==> config.mk <==
export PLATFORM = sky130hd
export DESIGN_NAME = bsearch_param
export DESIGN_NICKNAME = d
export VERILOG_FILES = /design/src/rtl/bsearch_pkg.sv /design/src/rtl/bsearch_ctrl.sv /design/src/rtl/bsearch_param.sv
export SDC_FILE = /design/constraint.sdc
export NUM_CORES = 1
export LEC_CHECK = 0
export CAP_MARGIN = 20
export CORE_MARGIN = 2
export CORE_UTILIZATION = 60
export DETAILED_ROUTE_END_ITERATION = 10
export DONT_BUFFER_PORTS = 1
export PLACE_DENSITY = 0.76
export REMOVE_ABC_BUFFERS = 1
export SYNTH_ARGS = -nofsm -noshare
export SYNTH_HDL_FRONTEND = slang
export SYNTH_SLANG_ARGS = --single-unit
==> constraint.sdc <==
create_clock -name clk -period 2.85 [get_ports clk]
set_input_delay 0.285 -clock clk [delete_from_list [all_inputs] [get_ports clk]]
set_output_delay 0.285 -clock clk [all_outputs]
set_load 0.02 [all_outputs]
==> src/rtl/bsearch_pkg.sv <==
// Shared types for the binary-search engine: the controller state encoding.
package bsearch_pkg;

   typedef enum logic [2:0] {
      S_IDLE = 3'd0,
      S_CALC = 3'd1,
      S_WAIT = 3'd2,
      S_CMP  = 3'd3,
      S_DONE = 3'd4
   } state_t;

endpackage

==> src/rtl/bsearch_ctrl.sv <==
// Search sequencer: walks CALC -> WAIT -> CMP per probe and issues the
// init/probe/update strobes that the datapath in the parent acts on.
module bsearch_ctrl
   import bsearch_pkg::*;
(
   input  logic clk,
   input  logic reset,
   input  logic start,
   input  logic eq,
   input  logic mode,
   input  logic empty,
   output logic init,
   output logic probe,
   output logic update,
   output logic busy,
   output logic done
);

   state_t state_q, state_d;

   always_ff @(posedge clk) begin
      if (reset) state_q <= S_IDLE;
      else       state_q <= state_d;
   end

   always_comb begin
      state_d = state_q;
      case (state_q)
         S_IDLE: if (start) state_d = S_CALC;
         S_CALC: state_d = S_WAIT;
         S_WAIT: state_d = S_CMP;
         // An exact-mode hit ends the search even if the interval is still open
         S_CMP: begin
            if ((eq && !mode) || empty) state_d = S_DONE;
            else                        state_d = S_CALC;
         end
         S_DONE: if (!start) state_d = S_IDLE;
         default: state_d = S_IDLE;
      endcase
   end

   always_comb begin
      init   = (state_q == S_IDLE) && start;
      probe  = (state_q == S_CALC);
      update = (state_q == S_CMP);
      busy   = (state_q == S_CALC) || (state_q == S_WAIT) || (state_q == S_CMP);
      done   = (state_q == S_DONE);
   end

endmodule

==> src/rtl/bsearch_param.sv <==
// Binary-search engine over an external sorted, 1-cycle-latency memory.
// Supports exact-match and lower-bound lookups on a half-open [lo, hi) interval.
module bsearch_param
   import bsearch_pkg::*;
#(
   parameter int DATA_W = 8,
   parameter int ADDR_W = 5
) (
   input  logic              clk,
   input  logic              reset,
   input  logic              start,
   input  logic [DATA_W-1:0] A,
   input  logic              lb_mode,
   output logic [ADDR_W-1:0] mem_addr,
   input  logic [DATA_W-1:0] mem_data,
   output logic              busy,
   output logic              done,
   output logic              found,
   output logic [ADDR_W:0]   loc
);

   localparam logic [ADDR_W:0] DEPTH = {1'b1, {ADDR_W{1'b0}}};

   logic [DATA_W-1:0] target_q, target_d;
   logic              mode_q, mode_d;
   logic [ADDR_W:0]   lo_q, lo_d, hi_q, hi_d, loc_q, loc_d;
   logic [ADDR_W-1:0] mid_q, mid_d;
   logic              found_q, found_d;

   logic              init, probe, update;
   logic              lt, eq, empty;
   logic [ADDR_W+1:0] mid_sum;
   logic [ADDR_W-1:0] mid_calc;
   logic [ADDR_W:0]   mid_ext, mid_inc, lo_upd, hi_upd;

   bsearch_ctrl u_ctrl (
      .clk    (clk),
      .reset  (reset),
      .start  (start),
      .eq     (eq),
      .mode   (mode_q),
      .empty  (empty),
      .init   (init),
      .probe  (probe),
      .update (update),
      .busy   (busy),
      .done   (done)
   );

   // Candidate interval after this compare; evaluated every cycle so the
   // controller can see the empty-interval condition without a strobe loop.
   always_comb begin
      mid_sum  = {2'b00, lo_q} + {2'b00, hi_q};
      mid_calc = ADDR_W'(mid_sum >> 1);
      mid_ext  = {1'b0, mid_q};
      mid_inc  = mid_ext + 1'b1;
      lt       = (mem_data < target_q);
      eq       = (mem_data == target_q);
      lo_upd   = lt ? mid_inc : lo_q;
      hi_upd   = lt ? hi_q : mid_ext;
      empty    = (lo_upd == hi_upd);
   end

   always_comb begin
      target_d = target_q;
      mode_d   = mode_q;
      lo_d     = lo_q;
      hi_d     = hi_q;
      mid_d    = mid_q;
      found_d  = found_q;
      loc_d    = loc_q;
      if (init) begin
         target_d = A;
         mode_d   = lb_mode;
         lo_d     = '0;
         hi_d     = DEPTH;
         found_d  = 1'b0;
      end
      if (probe) mid_d = mid_calc;
      if (update) begin
         if (eq && !mode_q) begin
            found_d = 1'b1;
            loc_d   = mid_ext;
         end else begin
            lo_d = lo_upd;
            hi_d = hi_upd;
            if (eq) found_d = 1'b1;
            if (empty) loc_d = lo_upd;
         end
      end
   end

   always_ff @(posedge clk) begin
      if (reset) begin
         lo_q    <= '0;
         hi_q    <= '0;
         mid_q   <= '0;
         found_q <= 1'b0;
         loc_q   <= '0;
      end else begin
         lo_q    <= lo_d;
         hi_q    <= hi_d;
         mid_q   <= mid_d;
         found_q <= found_d;
         loc_q   <= loc_d;
      end
   end

   always_ff @(posedge clk) begin
      target_q <= target_d;
      mode_q   <= mode_d;
   end

   assign mem_addr = mid_q;
   assign found    = found_q;
   assign loc      = loc_q;

endmodule

==> summary.txt <==
CP required = 3080 ps
Final cell count without fillers = 302
Seq/Total Area, Yosys = 0.388
Cell taking the most area after synthesis = dfxtp_1
Most frequent cells in the layout = nor2_1, dfxtp_1, a21oi_1
Site Rows = 21
DP Wirelength = 3380 microns
Largest net degree at the start of global routing = 28
Worst-Margin Slew = 724 ps
Fin. Hold Viols = 0
Placed Area = 2200 sq um
Routed WL = 4720 microns
Die Span X = 63.0 microns
Final hold slack = 9.39 ps
Vias per cell = 5.95
Pwr Density = 518 nW/um^2
Synth top area share = 0.259
RSZ-0062 raised after global routing = yes
Final clock skew = 8.95 ps
Layout overhead on the synthesized area = 10.6%
Hold path depth = 1
Share of layout cells above drive strength 1 = 0.109
Die Span Y = 63.0 microns
Post-synthesis compound-gate area fraction = 0.205
Relative slew slack = 0.512
Worst-path cell chain = inv_1 > ha_1 > nor2b_1 > o211ai_1 > a21oi_2 > buf_4 > o22ai_1 > nand3_1 > o41a_1 > a2111oi_2 > nor3_1
Clk_lat worst skew = 340 ps
Starting DRT DRC Count = 114
Nets@finish = 290
Final instance area = 2310 sq um
Critical path arrival = 2960 ps
Area share of xor/xnor cells in the synthesized design = 0.0629
Remaining DRCs = 0
Largest family of logic cells by synthesized area = compound AO/OA/AOI/OAI gates
Seq cells post-synth = 36
Post-route clock period utilization = 0.958
Inst Count DP = 290
Multi-input gate area = 1180 sq um
Psw = 410 uW
Initial Util = 0.625
Reg power frac = 0.497
Worst vdd ir = 0.322 mV
Ports = 34
Final Max Tran Viols = 0
Critical Path Start Type = register
Core area = 3340 sq um
Tmin final = 2730 ps
Mux contribution to synthesized area = 0.0144
Top cells by area, synth = dfxtp_1, edfxtp_1, ha_1
Vias after detailed routing = 1798
Total gr overflow = 0
Total GRT Usage = 0.248
Sw Share = 0.342
FILL cells = 295
Bufs on Longest Clock Path = 2
Outcome = finished, final reports clean
Clk pwr share = 0.209
TritonCTS buffer count = 5
Post-Synth Adder-Cell Area = 0.0875
Mapped Avg Cell Area = 8.70 sq um
CTS tree = yes
Cell Area, Synth = 2090 sq um
Post-synthesis simple-gate area fraction = 0.191
Cells after Synth = 240
1st-pass router iterations = 4
Worst path top cell family by delay = compound AO/OA/AOI/OAI gates
Antenna Cells = 0
Upper clock frequency limit = 366 MHz
Final setup viols = 0
First-pass GRT wire length = 7830 microns
Overall power = 1200 uW
Crit path max-delay cell type = o41a_1
Utilization after layout = 0.692
Worst path depth = 11
Max FO, Critical Path = 7
Crit end category = register
Worst path bufs/invs = 2
YS warnings = 0
Register-to-Register Path Depth = 11
Die area = 3970 sq um
Vias in the first global route = 1657
Clock-pin slew on the worst setup and hold paths = 100 ps
Yosys cell types = 46
Max-capacitance violation count = 0
HP Class = in -> reg
Number of enable flip-flop cells after synthesis = 9
Post-synth top flop = dfxtp_1
Commonest non-fill, non-tap cell in the layout = nor2_1
Routed length per instance = 15.6 microns
H-tree levels = 2
GPL Wtd Cong = 0.870
Largest stage delay on the critical path = 530 ps
Leakage = 0.000965 uW
Crit Path Category = reg -> reg
Comb pwr share = 0.294
Int Pwr = 787 uW
Clk Tree Root Cell = clkbuf_4
Initial antenna violation count = 0
Async S/R FF share, synth = 0
Register area = 811 sq um
Sink Count = 36
IO Port Bufs = 0
ANT nets after route = 0
-- power by group through the flow --
stage	clock, uW	combinational, uW	sequential (uW)
floorplan	0	224	613
global placement	0	327	605
detailed placement	0	332	606
CTS	259	337	594
global route	278	388	601
finish	250	352	595
-- layer usage --
layer / global-route usage / up-vias / wire length [microns]
met5: 0 / - / 0
met4: 0.0500 / 0 / 38
met3: 0.0613 / 5 / 404
met2: 0.400 / 66 / 2140
met1: 0.339 / 824 / 2140
li1: - / 903 / -
-- per-stage QoR --
step	setup TNS, ps	worst slack, ps
3_3_place_gp	0	163
5_1_grt	-9.35	-7.60
2_1_floorplan	0	206
6_report	0	119
3_5_place_dp	-12.4	-12.4
4_1_cts	0	76.3
-- cell type report --
| cell class | instances | share of cell area |
|---|---|---|
| Multi-Input combinational cell | 178 | 0.512 |
| Sequential cell | 36 | 0.351 |
| Timing Repair Buffer | 19 | 0.0661 |
| Inverter | 16 | 0.0260 |
| Tap cell | 46 | 0.0249 |
| Clock buffer | 7 | 0.0195 |
-- kinds of logic after synthesis --
| group | count (synthesis) |
|---|---|
| simple gates | 84 |
| compound gates | 62 |
| fa+ha+maj | 14 |
| buf+inv | 26 |
| flops | 36 |
| mux | 3 |
| xor+xnor | 15 |
-- worst paths after layout --
check | start | endpoint | slack, ps
setup reg to reg | target_q[1]$_DFFE_PP_ | loc[2]$_SDFFE_PP0P_ | 120
hold reg to reg | hi_q[5]$_SDFF_PP0_ | hi_q[5]$_SDFF_PP0_ | 530
hold / removal | reset | loc[4]$_SDFFE_PP0P_ | 9
setup / recovery | target_q[1]$_DFFE_PP_ | loc[2]$_SDFFE_PP0P_ | 120
-- synth_stat cells (all sizes together), types with 3 or more instances --
master / number
buf: 4
mux2i: 3
a21o: 4
a22oi: 5
nor3: 14
nand2: 11
o21ai: 9
a21oi: 19
nor2: 33
inv: 16
dfxtp: 27
xor2: 8
edfxtp: 9
nand4: 5
a211oi: 3
nor2b: 5
nand3: 7
ha: 13
clkbuf: 6
xnor2: 7
a31oi: 5
-- worst reg2reg max path, cell delays in order, from the launching register on --
cell       delay, ps
edfxtp_1         370
inv_1             60
ha_1             220
nor2b_1          130
o211ai_1         250
a21oi_2          110
buf_4            160
o22ai_1          160
nand3_1          170
o41a_1           530
a2111oi_2        380
nor3_1            80
-- flip-flops by register name (all words and copies together), names as in the netlist --
signal / count
target_q: 8
u_ctrl.state_q: 3
mem_addr: 5
mode_q: 1
loc: 6
found: 1
lo_q: 6
hi_q: 6
-- repair_timing --
item                                    in CTS  in global routing
endpoints found under the setup margin       1                  2
resized for setup                            1                  3
endpoints found under the hold margin        1                 10
buffers inserted                             1                  0
hold buffers                                 1                  3
pin swaps                                    0                  2
Power figures use the tool's default switching activity.
